### config.mk
export PLATFORM = sky130hd
export DESIGN_NAME = param_loader_uart_flat
export DESIGN_NICKNAME = d
export VERILOG_FILES = /design/src/rtl/param_loader_uart_if.sv /design/src/rtl/param_loader_uart.sv /design/src/flat_wrapper.sv
export SDC_FILE = /design/constraint.sdc
export NUM_CORES = 1
export LEC_CHECK = 0
export ABC_AREA = 1
export CORE_AREA = 2 2 169 138
export CTS_CLUSTER_DIAMETER = 40
export DETAILED_ROUTE_END_ITERATION = 16
export DIE_AREA = 0 0 171 140
export PLACE_DENSITY = 0.83
export SLEW_MARGIN = 20
export SYNTH_ARGS = -nofsm -noshare
export SYNTH_HDL_FRONTEND = slang
export SYNTH_SLANG_ARGS = --single-unit
### constraint.sdc
create_clock -name clk -period 13.3 [get_ports clk]
set_input_delay 1.33 -clock clk [delete_from_list [all_inputs] [get_ports clk]]
set_output_delay 1.33 -clock clk [all_outputs]
set_load 0.005 [all_outputs]
### src/rtl/param_loader_uart_if.sv
// rtl/param_loader_uart_if.sv - parameter set and status strobes from the UART parameter loader
interface param_loader_uart_if;
    logic [31:0] per;
    logic [15:0] p1wid;
    logic [15:0] del;
    logic [15:0] p2wid;
    logic [7:0]  nut_w;
    logic [15:0] nut_d;
    logic [7:0]  cp;
    logic [7:0]  p_bl;
    logic [15:0] p_bl_off;
    logic        bl;
    logic        rx_done;
    logic        csum_err;
    logic        frame_err;
    logic        busy;

    modport master (
        output per, p1wid, del, p2wid, nut_w, nut_d, cp, p_bl, p_bl_off, bl,
        output rx_done, csum_err, frame_err, busy
    );

    modport slave (
        input per, p1wid, del, p2wid, nut_w, nut_d, cp, p_bl, p_bl_off, bl,
        input rx_done, csum_err, frame_err, busy
    );
endinterface

### src/rtl/param_loader_uart.sv
// rtl/param_loader_uart.sv - 8N1 UART receiver and checksummed pulse-parameter packet decoder
module param_loader_uart #(
    parameter int         CLK_HZ       = 50_000_000,
    parameter int         BAUD         = 115_200,
    parameter int         CLKS_PER_BIT = CLK_HZ / BAUD,
    parameter int         TIMEOUT_CLKS = 16 * CLKS_PER_BIT,
    parameter logic [7:0] SYNC_BYTE    = 8'hA5
) (
    input  logic                clk,
    input  logic                reset,
    input  logic                rxd,
    param_loader_uart_if.master bus
);
    localparam int CW = $clog2(CLKS_PER_BIT + 1);
    localparam int TW = $clog2(TIMEOUT_CLKS + 1);
    localparam logic [CW-1:0] HALF_LAST = CW'(CLKS_PER_BIT / 2 - 1);
    localparam logic [CW-1:0] BIT_LAST  = CW'(CLKS_PER_BIT - 1);
    localparam logic [TW-1:0] TO_LAST   = TW'(TIMEOUT_CLKS - 1);
    localparam logic [4:0]    IDX_LAST  = 5'd17;

    typedef enum logic [1:0] {RX_IDLE, RX_START, RX_DATA, RX_STOP} rx_state_t;
    typedef enum logic [1:0] {PK_IDLE, PK_PAYLOAD, PK_CHECK} pk_state_t;

    rx_state_t     rx_state, rx_next;
    pk_state_t     pk_state, pk_next;
    logic          rxd_meta, rxd_sync, rxd_prev;
    logic          start_edge, bit_tick, byte_valid, stop_err;
    logic [CW-1:0] bit_cnt;
    logic [2:0]    bit_idx;
    logic [7:0]    rx_shift;
    logic [TW-1:0] idle_cnt;
    logic          timeout;
    logic [4:0]    idx;
    logic [7:0]    xsum;
    logic [7:0]    shadow [17];
    logic          bl_shadow;
    logic          done_set, cerr_set, ferr_set;

    // rxd is asynchronous to clk; rxd_prev gives the edge detector its previous sample
    always_ff @(posedge clk or posedge reset) begin
        if (reset) begin
            rxd_meta <= 1'b1;
            rxd_sync <= 1'b1;
            rxd_prev <= 1'b1;
        end else begin
            rxd_meta <= rxd;
            rxd_sync <= rxd_meta;
            rxd_prev <= rxd_sync;
        end
    end

    assign start_edge = rxd_prev & ~rxd_sync;

    always_comb begin
        rx_next    = rx_state;
        byte_valid = 1'b0;
        stop_err   = 1'b0;
        bit_tick   = (rx_state == RX_START) ? (bit_cnt == HALF_LAST) : (bit_cnt == BIT_LAST);
        case (rx_state)
            RX_IDLE:  if (start_edge) rx_next = RX_START;
            RX_START: if (bit_tick) rx_next = rxd_sync ? RX_IDLE : RX_DATA;
            RX_DATA:  if (bit_tick && bit_idx == 3'd7) rx_next = RX_STOP;
            RX_STOP: begin
                if (bit_tick) begin
                    rx_next    = RX_IDLE;
                    byte_valid = rxd_sync;
                    stop_err   = ~rxd_sync;
                end
            end
            default:  rx_next = RX_IDLE;
        endcase
    end

    always_ff @(posedge clk or posedge reset) begin
        if (reset) begin
            rx_state <= RX_IDLE;
        end else begin
            rx_state <= rx_next;
        end
    end

    always_ff @(posedge clk or posedge reset) begin
        if (reset) begin
            bit_cnt  <= '0;
            bit_idx  <= '0;
            rx_shift <= '0;
        end else begin
            if (rx_state == RX_IDLE || bit_tick) begin
                bit_cnt <= '0;
            end else begin
                bit_cnt <= bit_cnt + 1'b1;
            end
            if (rx_state == RX_START) begin
                bit_idx <= '0;
            end else if (rx_state == RX_DATA && bit_tick) begin
                bit_idx  <= bit_idx + 1'b1;
                rx_shift <= {rxd_sync, rx_shift[7:1]};
            end
        end
    end

    // Inter-byte timeout only runs while the receiver sits idle inside a packet
    assign timeout = (pk_state != PK_IDLE) && (rx_state == RX_IDLE) && !start_edge
                     && (idle_cnt == TO_LAST);

    always_ff @(posedge clk or posedge reset) begin
        if (reset) begin
            idle_cnt <= '0;
        end else if (pk_state == PK_IDLE || rx_state != RX_IDLE || start_edge || timeout) begin
            idle_cnt <= '0;
        end else begin
            idle_cnt <= idle_cnt + 1'b1;
        end
    end

    always_comb begin
        pk_next  = pk_state;
        done_set = 1'b0;
        cerr_set = 1'b0;
        ferr_set = 1'b0;
        case (pk_state)
            PK_IDLE: begin
                if (byte_valid && rx_shift == SYNC_BYTE) pk_next = PK_PAYLOAD;
            end
            PK_PAYLOAD: begin
                if (stop_err || timeout) begin
                    ferr_set = 1'b1;
                    pk_next  = PK_IDLE;
                end else if (byte_valid && idx == IDX_LAST) begin
                    pk_next = PK_CHECK;
                end
            end
            PK_CHECK: begin
                if (stop_err || timeout) begin
                    ferr_set = 1'b1;
                    pk_next  = PK_IDLE;
                end else if (byte_valid) begin
                    done_set = (rx_shift == xsum);
                    cerr_set = (rx_shift != xsum);
                    pk_next  = PK_IDLE;
                end
            end
            default: pk_next = PK_IDLE;
        endcase
    end

    always_ff @(posedge clk or posedge reset) begin
        if (reset) begin
            pk_state <= PK_IDLE;
            idx      <= '0;
            xsum     <= '0;
        end else begin
            pk_state <= pk_next;
            if (pk_state == PK_IDLE && pk_next == PK_PAYLOAD) begin
                idx  <= '0;
                xsum <= '0;
            end else if (pk_state == PK_PAYLOAD && byte_valid) begin
                idx  <= idx + 1'b1;
                xsum <= xsum ^ rx_shift;
            end
        end
    end

    // bl only needs bit 0 of the last payload byte, so that byte is not kept whole
    always_ff @(posedge clk) begin
        if (pk_state == PK_PAYLOAD && byte_valid) begin
            if (idx == IDX_LAST) begin
                bl_shadow <= rx_shift[0];
            end else begin
                shadow[idx] <= rx_shift;
            end
        end
    end

    always_ff @(posedge clk or posedge reset) begin
        if (reset) begin
            bus.per       <= 32'h0001_0000;
            bus.p1wid     <= 16'd30;
            bus.del       <= 16'd200;
            bus.p2wid     <= 16'd30;
            bus.nut_w     <= 8'd50;
            bus.nut_d     <= 16'd300;
            bus.cp        <= 8'd3;
            bus.p_bl      <= 8'd50;
            bus.p_bl_off  <= 16'd100;
            bus.bl        <= 1'b1;
            bus.rx_done   <= 1'b0;
            bus.csum_err  <= 1'b0;
            bus.frame_err <= 1'b0;
        end else begin
            bus.rx_done   <= done_set;
            bus.csum_err  <= cerr_set;
            bus.frame_err <= ferr_set;
            if (done_set) begin
                bus.per      <= {shadow[0], shadow[1], shadow[2], shadow[3]};
                bus.p1wid    <= {shadow[4], shadow[5]};
                bus.del      <= {shadow[6], shadow[7]};
                bus.p2wid    <= {shadow[8], shadow[9]};
                bus.nut_w    <= shadow[10];
                bus.nut_d    <= {shadow[11], shadow[12]};
                bus.cp       <= shadow[13];
                bus.p_bl     <= shadow[14];
                bus.p_bl_off <= {shadow[15], shadow[16]};
                bus.bl       <= bl_shadow;
            end
        end
    end

    assign bus.busy = (pk_state != PK_IDLE);
endmodule

### src/flat_wrapper.sv
// flat-port wrapper written by rule: the top's interface ports become plain ports
module param_loader_uart_flat 
#(
    parameter int         CLK_HZ       = 50_000_000,
    parameter int         BAUD         = 115_200,
    parameter int         CLKS_PER_BIT = CLK_HZ / BAUD,
    parameter int         TIMEOUT_CLKS = 16 * CLKS_PER_BIT,
    parameter logic [7:0] SYNC_BYTE    = 8'hA5
)
  (clk, reset, rxd, bus_per, bus_p1wid, bus_del, bus_p2wid, bus_nut_w, bus_nut_d, bus_cp, bus_p_bl, bus_p_bl_off, bus_bl, bus_rx_done, bus_csum_err, bus_frame_err, bus_busy);
  param_loader_uart_if bus_i ();
  input  logic clk;
  input  logic reset;
  input  logic rxd;
  output wire logic [$bits(bus_i.per)-1:0] bus_per;
  output wire logic [$bits(bus_i.p1wid)-1:0] bus_p1wid;
  output wire logic [$bits(bus_i.del)-1:0] bus_del;
  output wire logic [$bits(bus_i.p2wid)-1:0] bus_p2wid;
  output wire logic [$bits(bus_i.nut_w)-1:0] bus_nut_w;
  output wire logic [$bits(bus_i.nut_d)-1:0] bus_nut_d;
  output wire logic [$bits(bus_i.cp)-1:0] bus_cp;
  output wire logic [$bits(bus_i.p_bl)-1:0] bus_p_bl;
  output wire logic [$bits(bus_i.p_bl_off)-1:0] bus_p_bl_off;
  output wire logic [$bits(bus_i.bl)-1:0] bus_bl;
  output wire logic [$bits(bus_i.rx_done)-1:0] bus_rx_done;
  output wire logic [$bits(bus_i.csum_err)-1:0] bus_csum_err;
  output wire logic [$bits(bus_i.frame_err)-1:0] bus_frame_err;
  output wire logic [$bits(bus_i.busy)-1:0] bus_busy;
  assign bus_per = bus_i.per;
  assign bus_p1wid = bus_i.p1wid;
  assign bus_del = bus_i.del;
  assign bus_p2wid = bus_i.p2wid;
  assign bus_nut_w = bus_i.nut_w;
  assign bus_nut_d = bus_i.nut_d;
  assign bus_cp = bus_i.cp;
  assign bus_p_bl = bus_i.p_bl;
  assign bus_p_bl_off = bus_i.p_bl_off;
  assign bus_bl = bus_i.bl;
  assign bus_rx_done = bus_i.rx_done;
  assign bus_csum_err = bus_i.csum_err;
  assign bus_frame_err = bus_i.frame_err;
  assign bus_busy = bus_i.busy;
  param_loader_uart #(.CLK_HZ(CLK_HZ), .BAUD(BAUD), .CLKS_PER_BIT(CLKS_PER_BIT), .TIMEOUT_CLKS(TIMEOUT_CLKS), .SYNC_BYTE(SYNC_BYTE)) u_core (.clk(clk), .reset(reset), .rxd(rxd), .bus(bus_i));
endmodule
==> results of run 1 <==
-- power by group --
group	leakage, nW	switching (mW)	internal (mW)	total (mW)
sequential	3.52	0.0100	1.06	1.07
combinational	3.86	0.0427	0.0161	0.0588
clock	0.608	0.398	0.624	1.02
total	7.98	0.451	1.70	2.16
-- state kept, by name, summed over array words and instances (netlist names), 2 cells and up, named ones only --
name,flops
bus_cp,8
bus_del,16
bus_nut_d,16
bus_nut_w,8
bus_p1wid,16
bus_p2wid,16
bus_p_bl,8
bus_p_bl_off,16
bus_per,32
u_core.bit_cnt,9
u_core.bit_idx,3
u_core.idle_cnt,13
u_core.idx,5
u_core.pk_state,2
u_core.rx_shift,8
u_core.shadow,136
u_core.xsum,8
-- per-layer routing --
metal	global-route usage	share of wire
met5	0	0.00047
met4	0.0754	0.027
met3	0.0410	0.060
met2	0.388	0.49
met1	0.331	0.43
-- area by class of cell --
cell class                      instances  area [sq um]
Sequential cell                       330          8980
Fill cell                            1459          6250
Multi-Input combinational cell        517          2560
Timing Repair Buffer                  152          1500
Inverter                              341          1290
Clock buffer                           46          1020
Tap cell                              306           383
Clock inverter                         18           214
-- placed cells by master (no fill, tap or decap), drive strengths merged, types with 19 or more instances in the layout --
master	n
clkdlybuf4s50	143
o21ai	157
clkbuf	46
nand2	201
edfxtp	137
inv	345
nor2	63
dfstp	31
nand3	19
dfrtp	162
-- through the flow --
stage                     utilization  setup WS (ns)  instance area [sq um]  hold WS [ns]  cells
final                           0.719           9.91                  15900         0.355   1710
after global routing            0.719           9.60                  15900         0.357   1710
after CTS                       0.718           9.96                  15900         0.356   1710
after detailed placement        0.663           9.78                  14700         0.348   1646
after global placement          0.663           9.83                  14700         0.346   1646
after floorplan                     -           6.77                  13100         0.345   1224
-- path summary, 6_finish.rpt --
| check | from | to | slack (ns) |
|---|---|---|---|
| setup / recovery | u_core.rx_state[0]$_DFFE_PP0P_ | u_core.shadow[16][2]$_DFFE_PP_ | 9.91 |
| min in group asynchronous | reset | bus_p1wid[13]$_DFFE_PP0P_ | 1.37 |
| hold reg to reg | u_core.rxd_meta$_DFF_PP1_ | u_core.rxd_sync$_DFF_PP1_ | 0.35 |
| hold / removal | u_core.rxd_meta$_DFF_PP1_ | u_core.rxd_sync$_DFF_PP1_ | 0.35 |
| max in group asynchronous | reset | bus_p_bl_off[8]$_DFFE_PP0P_ | 10.45 |
| setup reg to reg | u_core.rx_state[0]$_DFFE_PP0P_ | u_core.shadow[16][2]$_DFFE_PP_ | 9.91 |
-- cells by family after synthesis --
| family | after synthesis |
|---|---|
| AOI/OAI and AO/OA | 176 |
| xor gates and xnor gates | 12 |
| adders and majority gates | 12 |
| buffers and inverters | 377 |
| DFF | 330 |
| muxes | 3 |
| and+or+nand+nor | 314 |
==> flow_metrics.tcl, run 1 <==
set metrics [dict create \
    dpl.hpwl_microns 16600 \
    cts.repair_timing.setup_buffer_count 0 \
    drt_iter0_drc 789 \
    num_rows 49 \
    synth_compound_area_frac 0.0687 \
    grt_start_max_net_pins 120 \
    clk_pin_slew_ns 0.06 \
    overflow 0 \
    hold_class "reg2reg" \
    cts_buffers 36 \
    maxSlewViolCount 0 \
    seq_area_frac_synth 0.685 \
    yosysUniqueCellTypes 37 \
    diodes 0 \
    cp_num_cells 10 \
    ys_warn_count 0 \
    drt_first_pass_iters 5 \
    viasPerCell 5.00 \
    async_reset_ff_frac 0.585 \
    drt-total-wl_microns 27600 \
    core_area_sq_mm 0.0222 \
    synth-xor-area-share 0.00801 \
    grt_pass1_wl_microns 44000 \
    drc 0 \
    synth_fa_ha_area_frac 0.0114 \
    rsz0062_at_grt "no" \
    root_buffer "clkbuf_16" \
    first_global_vias 8469 \
    tns_ns 0 \
    tritoncts "done" \
    critPathTopFamily "simple AND/OR/NAND/NOR gates" \
    portBuffers 143 \
    die_h_microns 140 \
    max_freq_ghz 0.295 \
    ys_seq_elements 330 \
    synthTopCellsByArea "edfxtp_1 (31%), dfrtp_1 (31%), inv_1 (9.7%), dfstp_2 (6.2%), nand2_1 (5.7%)" \
    wl_per_cell_microns 16.2 \
    holdPathStages 0 \
    ctsHoldBuffers 0 \
    slowest_stage "nor4_2" \
    slowest_delay_ns 0.78 \
    synth_mux_area_frac 0.00258 \
    synth_edf_count 137 \
    nets 1393 \
    grt_usage 0.238 \
    cp_max_fo 13 \
    crit_path_end_kind "flop" \
    cts_resized 0 \
    drive_gt1_frac 0.0926 \
    period_share 0.255 \
    clkSinkCount 330 \
    die_x_microns 171 \
    die_area_sq_mm 0.0239 \
    worstRegToRegCells 10 \
    fin_crit_ns 3.39 \
    synth_cells 1224 \
    cts.path.max_buffers 3 \
    yosysMostFrequentCell "inv_1" \
    synth_flop_cell "dfrtp_1" \
    synthSimpleGateAreaFrac 0.103 \
    maxCapViolations 0 \
    finalClockSkew_ns 0.0134 \
    syn_to_final_growth_pct 21.6 \
    p_leak_nw 7.98 \
    globalplace.congestion 0.868 \
    drtAntennaViolNets 0 \
    hold_viol 0 \
    synth.top_cells.by_count "inv_1 (339), nand2_1 (199), dfrtp_1 (162), edfxtp_1 (137), o21ai_1 (101)" \
    vdd_ir_drop_max_mv 0.101 \
    initial_utilization 0.591 \
    cp_num_buf_inv 2 \
    required_ns 13.42 \
    clk_latency_ns 0.51 \
    finalSetupViolCount 0 \
    synth_top_family_by_area "buffers and inverters" \
    grt_antenna_before_repair 1 \
    powerDensity_mw_per_mm2 135 \
    total_power_mw 2.16 \
    io_pins 144 \
    cp.arrival_ns 3.51 \
    synth.top_cell.area_share 0.314 \
    synth_nets 1239 \
    htreeDepth 2 \
    synth_area_per_cell_sq_um 10.7 \
    slew-limit-headroom 0.285 \
    via_count 8554 \
    synth_top_cell_by_area "edfxtp_1" \
    start_kind "flop" \
    path_class "reg2reg" \
    path_cells "inv_2 -> nor2_4 -> nand3_2 -> nand2_1 -> nand4_2 -> nor2_2 -> inv_1 -> nor2_2 -> nand2_1 -> nor4_2" \
    status "completed" \
    syn_area_sq_mm 0.0131 \
    worstMarginPinSlew_ns 1.07 \
]
Power figures use the tool's default switching activity.
==> inputs of run 2 (changes only) <==
CORE_AREA = 2 2 183 149   (was 2 2 169 138)
DIE_AREA = 0 0 185 151   (was 0 0 171 140)
PLACE_DENSITY = 0.75   (was 0.83)
clock period = 2.8 ns   (was 13.3 ns; I/O delays follow)
==> run 2 against run 1 <==
Utilization shrank 9.4 points. Largest power group unchanged. Non-clock buffer count grew 24. Worst setup slack lost 9.6 ns. Total power grew to 4.8 times the previous value. Via count shrank 2.9%. Clock-buffer cell count grew 3. Die area grew 17%. Clock skew shrank 0.00079 ns. Design area grew 1.9%. Sequential share of layout area shrank 1.0 points. Maximum frequency grew 36%. Critical path type unchanged.
==> flow_metrics.tcl, run 2 (synthesis results as in run 1) <==
set metrics [dict create \
    status "completed" \
    grt_antenna_before_repair 0 \
    hold_viol 0 \
    hold_class "in2reg" \
    core_area_sq_mm 0.0260 \
    num_rows 53 \
    die_h_microns 151 \
    overflow 0 \
    diodes 0 \
    slowest_delay_ns 0.47 \
    path_class "reg2reg" \
    via_count 8304 \
    first_global_vias 8139 \
    max_freq_ghz 0.401 \
    rrSetupSlack_ns 0.30 \
    drt_first_pass_iters 5 \
    powerDensity_mw_per_mm2 633 \
    start_kind "flop" \
    final_cells 1788 \
    drtAntennaViolNets 0 \
    crit_path_end_kind "flop" \
    layout.cells.most_common_list "inv_1 (338), nand2_1 (199), dfrtp_1 (162)" \
    portBuffers 143 \
    finalSetupViolCount 0 \
    fin_ws_ns 0.304 \
    drive_gt1_frac 0.107 \
    drc 0 \
    cts.repair_timing.setup_buffer_count 0 \
    maxSlewViolCount 0 \
    io_pins 144 \
    slew-limit-headroom 0.554 \
    clk_latency_ns 0.52 \
    cp.arrival_ns 2.73 \
    tritoncts "done" \
    largest_reg_flops 136 \
    p_leak_nw 8.12 \
    syn_to_final_growth_pct 23.9 \
    vdd_ir_drop_max_mv 0.455 \
    preCtsSetupSlack_ns 0.335 \
    maxCapViolations 0 \
    post-route-cell-area_sq_mm 0.0162 \
    drt_iter0_drc 608 \
    root_buffer "clkbuf_16" \
    period_share 0.892 \
    layout_commonest_cell "inv_1" \
    grt_usage 0.196 \
    cp_max_fo 13 \
    post_dp_cell_area_sq_mm 0.0150 \
    viasPerCell 4.64 \
    required_ns 3.03 \
    initial_utilization 0.504 \
    fin_crit_ns 2.50 \
    tns_ns 0 \
    placed_cells 1721 \
    nets 1418 \
    clk_pin_slew_ns 0.06 \
    die_area_sq_mm 0.0279 \
    grt_start_max_net_pins 124 \
    rsz0062_at_grt "no" \
    path_cells "inv_2 -> nor2_4 -> nand3_2 -> nand2_1 -> nand4_2 -> nor2_2 -> inv_1 -> nor2_2 -> nand2_1 -> nor2_1 -> buf_4" \
    grt_pass1_wl_microns 42100 \
    htreeDepth 2 \
    wl_per_cell_microns 14.8 \
    dpl.hpwl_microns 16100 \
    top_register "u_core.shadow" \
    cts.path.max_buffers 3 \
    drt-total-wl_microns 26500 \
    worstMarginPinSlew_ns 0.668 \
    cts_resized 0 \
    die_x_microns 185 \
    ctsHoldBuffers 0 \
    globalplace.congestion 0.797 \
    finalClockSkew_ns 0.0127 \
    clkSinkCount 330 \
    slowest_stage "dfrtp_1" \
    total_power_mw 10.3 \
    cts_buffers 37 \
]
## run 2: through the flow
stage                      util  hold WS (ns)
final                     0.625         0.174
after floorplan               -         0.284
after global placement    0.577         0.349
after CTS                 0.625         0.163
after global routing      0.625         0.169
after detailed placement  0.577         0.351
## run 2: per-layer routing
| layer | part of all wire | vias to the layer above | global-route usage | wire (microns) |
|---|---|---|---|---|
| met1 | 0.47 | 3950 | 0.279 | 12500 |
| met2 | 0.46 | 196 | 0.309 | 12200 |
| met3 | 0.050 | 42 | 0.0356 | 1310 |
| li1 | - | 4116 | - | - |
| met4 | 0.020 | 0 | 0.0595 | 532 |
| met5 | 0 | - | 0 | 0 |
## run 2: final timing paths
kind | startpoint | to | cells past startpoint
max in group asynchronous | reset | u_core.bit_cnt[5]$_DFF_PP0_ | 3
min in group asynchronous | reset | bus_p1wid[11]$_DFFE_PP0P_ | 3
max | u_core.rx_state[0]$_DFFE_PP0P_ | u_core.shadow[14][3]$_DFFE_PP_ | 11
min reg2reg | u_core.rxd_meta$_DFF_PP1_ | u_core.rxd_sync$_DFF_PP1_ | 0
max reg2reg | u_core.rx_state[0]$_DFFE_PP0P_ | u_core.shadow[14][3]$_DFFE_PP_ | 11
min | rxd | u_core.rxd_meta$_DFF_PP1_ | 1
## run 2: area by class of cell
| class | count | area, sq um |
|---|---|---|
| fillers | 2030 | 9750 |
| clock inverters | 18 | 233 |
| inverters | 341 | 1280 |
| flip-flops and latches | 330 | 8980 |
| well taps | 357 | 447 |
| clock buffers | 49 | 1010 |
| repair buffers | 176 | 1730 |
| multi-input cells | 517 | 2560 |
## run 2: critical path, delay by kind of cell, from the launching register on
family / cells / cell delay [ns]
AND/OR/NAND/NOR: 8 / 1.25
buffers and inverters: 3 / 0.47
flip-flops: 1 / 0.47
## run 2: where the power goes
part | switching [mW] | internal [mW]
Clock | 1.94 | 2.95
Combinational | 0.205 | 0.0809
Sequential | 0.0457 | 5.05
==> inputs of run 3 (changes only) <==
PLACE_DENSITY = 0.79   (was 0.75)
==> run 3 against run 2 <==
Combinational power grew 5%. Routed wire length grew 3.5%. Flip-flop and latch count is the same. Largest power group is now the clock network. Highest routed layer unchanged.
==> flow_metrics.tcl, run 3 (synthesis results as in run 1) <==
set metrics [dict create \
    status "completed" \
    initial_utilization 0.504 \
    fin_ws_ns 0.376 \
    nets 1417 \
    die_x_microns 185 \
    grt_start_max_net_pins 82 \
    io_pins 144 \
    grt_usage 0.202 \
    rrSetupSlack_ns 0.38 \
    overflow 0 \
    grt_pass1_wl_microns 43500 \
    layout_commonest_cell "inv_1" \
    cp_max_fo 8 \
    powerDensity_mw_per_mm2 653 \
    path_cells "inv_2 -> nor2_4 -> nand3_2 -> nand2_1 -> nand4_2 -> nor2_2 -> inv_1 -> nor2_2 -> nand2_1 -> nor2_1" \
    tritoncts "done" \
    p_sw_mw 2.28 \
    drc 0 \
    clockPowerShare 0.495 \
    cts.repair_timing.setup_buffer_count 0 \
    slew-limit-headroom 0.489 \
    top_register "u_core.shadow" \
    combinationalPowerShare 0.028 \
    wl_per_cell_microns 15.3 \
    diodes 0 \
    final_cells 1790 \
    largest_reg_flops 136 \
    layout.cells.most_common_list "inv_1 (338), nand2_1 (199), dfrtp_1 (162)" \
    tns_ns 0 \
    cts_buffers 39 \
    rsz0062_at_grt "no" \
    hold_path_startpoint "rxd" \
    clk_latency_ns 0.52 \
    required_ns 2.96 \
    num_rows 53 \
    fin_crit_ns 2.42 \
    p_leak_nw 8.18 \
    via_count 8425 \
    hold_viol 0 \
    first_global_vias 8464 \
    r2r_start "u_core.rx_state[0]$_DFFE_PP0P_" \
    htreeDepth 2 \
    slowest_delay_ns 0.54 \
    internal-power_mw 8.41 \
    root_buffer "clkbuf_16" \
    cts_resized 0 \
    portBuffers 143 \
    die_area_sq_mm 0.0279 \
    syn_to_final_growth_pct 25.0 \
    total_power_mw 10.7 \
    clkSinkCount 330 \
    start_kind "flop" \
    finalClockSkew_ns 0.0198 \
    viasPerCell 4.71 \
    drtAntennaViolNets 0 \
    slowest_stage "nor2_1" \
    core_area_sq_mm 0.0260 \
    drt_iter0_drc 697 \
    cts.path.max_buffers 3 \
    worstMarginPinSlew_ns 0.765 \
    hold_class "in2reg" \
    whs_endpoint "u_core.rxd_meta$_DFF_PP1_" \
    grt_antenna_before_repair 0 \
    cp.arrival_ns 2.58 \
    worstRegToRegCells 10 \
    n_fill_cell 1975 \
    finalSetupViolCount 0 \
    maxSlewViolCount 0 \
    crit_path_end_kind "flop" \
    max_freq_ghz 0.413 \
    preCtsSetupSlack_ns 0.376 \
    drive_gt1_frac 0.110 \
    vdd_ir_drop_max_mv 0.454 \
    globalplace.congestion 0.795 \
    sequentialPowerShare 0.477 \
    clk_pin_slew_ns 0.06 \
    drt_first_pass_iters 5 \
    ctsHoldBuffers 0 \
    reg2reg_to "u_core.shadow[1][5]$_DFFE_PP_" \
    dpl.hpwl_microns 17400 \
    drt-total-wl_microns 27400 \
    switching_share 0.213 \
    maxCapViolations 0 \
    holdPathStages 1 \
    placed_cells 1718 \
    period_share 0.866 \
    die_h_microns 151 \
    path_class "reg2reg" \
]
## run 3: cell types whose count changed in the layout (fill, tap and decap cells not counted), moves of 2 or more
cell | previous run | this run
buf_4 | 29 | 24
clkbuf_8 | 2 | 4
buf_12 | 4 | 6
inv_6 | 3 | 7
clkbuf_16 | 38 | 42
## run 3: layer usage
metal  wire length (microns)  share of wire  track usage
met5                       0              0            0
met4                     505          0.018       0.0639
met3                    1590          0.058       0.0341
met2                   13100           0.48        0.335
met1                   12300           0.45        0.276
## run 3: worst max-delay path by stage
| stage | slack (ns) | cells after the start | from | to |
|---|---|---|---|---|
| 2_1_floorplan | 0.05 | 1 | reset | async pin |
| 3_3_place_gp | 0.48 | 10 | u_core.rx_state[0]$_DFFE_PP0P_ | u_core.shadow[1][1]$_DFFE_PP_ |
| 3_5_place_dp | 0.38 | 10 | u_core.rx_state[0]$_DFFE_PP0P_ | u_core.shadow[9][6]$_DFFE_PP_ |
| 4_1_cts | 0.38 | 10 | u_core.rx_state[0]$_DFFE_PP0P_ | u_core.shadow[1][1]$_DFFE_PP_ |
| 5_1_grt | 0.14 | 10 | u_core.rx_state[0]$_DFFE_PP0P_ | u_core.shadow[9][5]$_DFFE_PP_ |
| 6_report | 0.38 | 10 | u_core.rx_state[0]$_DFFE_PP0P_ | u_core.shadow[1][5]$_DFFE_PP_ |
## run 3: worst max-delay path, delay by kind of cell, from the launching register on
| kind | cells | cell delay [ns] |
|---|---|---|
| buf+inv | 2 | 0.17 |
| flops | 1 | 0.48 |
| simple gates | 8 | 1.41 |
## run 3: power groups by stage
stage	combinational, mW	clock, mW	sequential (mW)
3_5_place_dp	0.303	0	5.19
4_1_cts	0.304	5.39	5.10
5_1_grt	0.343	5.58	5.11
6_report	0.300	5.29	5.10
3_3_place_gp	0.292	0	5.19
2_1_floorplan	0.242	0	5.17
## run 3: final cells by class
| cell class | count | area [sq um] | share of cell area |
|---|---|---|---|
| clock buffers | 54 | 1140 | 0.0693 |
| multi-input cells | 517 | 2560 | 0.156 |
| flip-flops and latches | 330 | 8980 | 0.548 |
| clock inverters | 18 | 251 | 0.0153 |
| well taps | 357 | 447 | 0.0273 |
| repair buffers | 173 | 1730 | 0.106 |
| inverters | 341 | 1280 | 0.0783 |
## run 3: through the flow
| step | utilization | area [sq um] | hold slack (ns) |
|---|---|---|---|
| final | 0.631 | 16400 | 0.197 |
| after global routing | 0.631 | 16400 | 0.191 |
| after CTS | 0.631 | 16400 | 0.182 |
| after detailed placement | 0.577 | 15000 | 0.347 |
| after global placement | 0.577 | 15000 | 0.350 |
| after floorplan | - | 13100 | 0.284 |
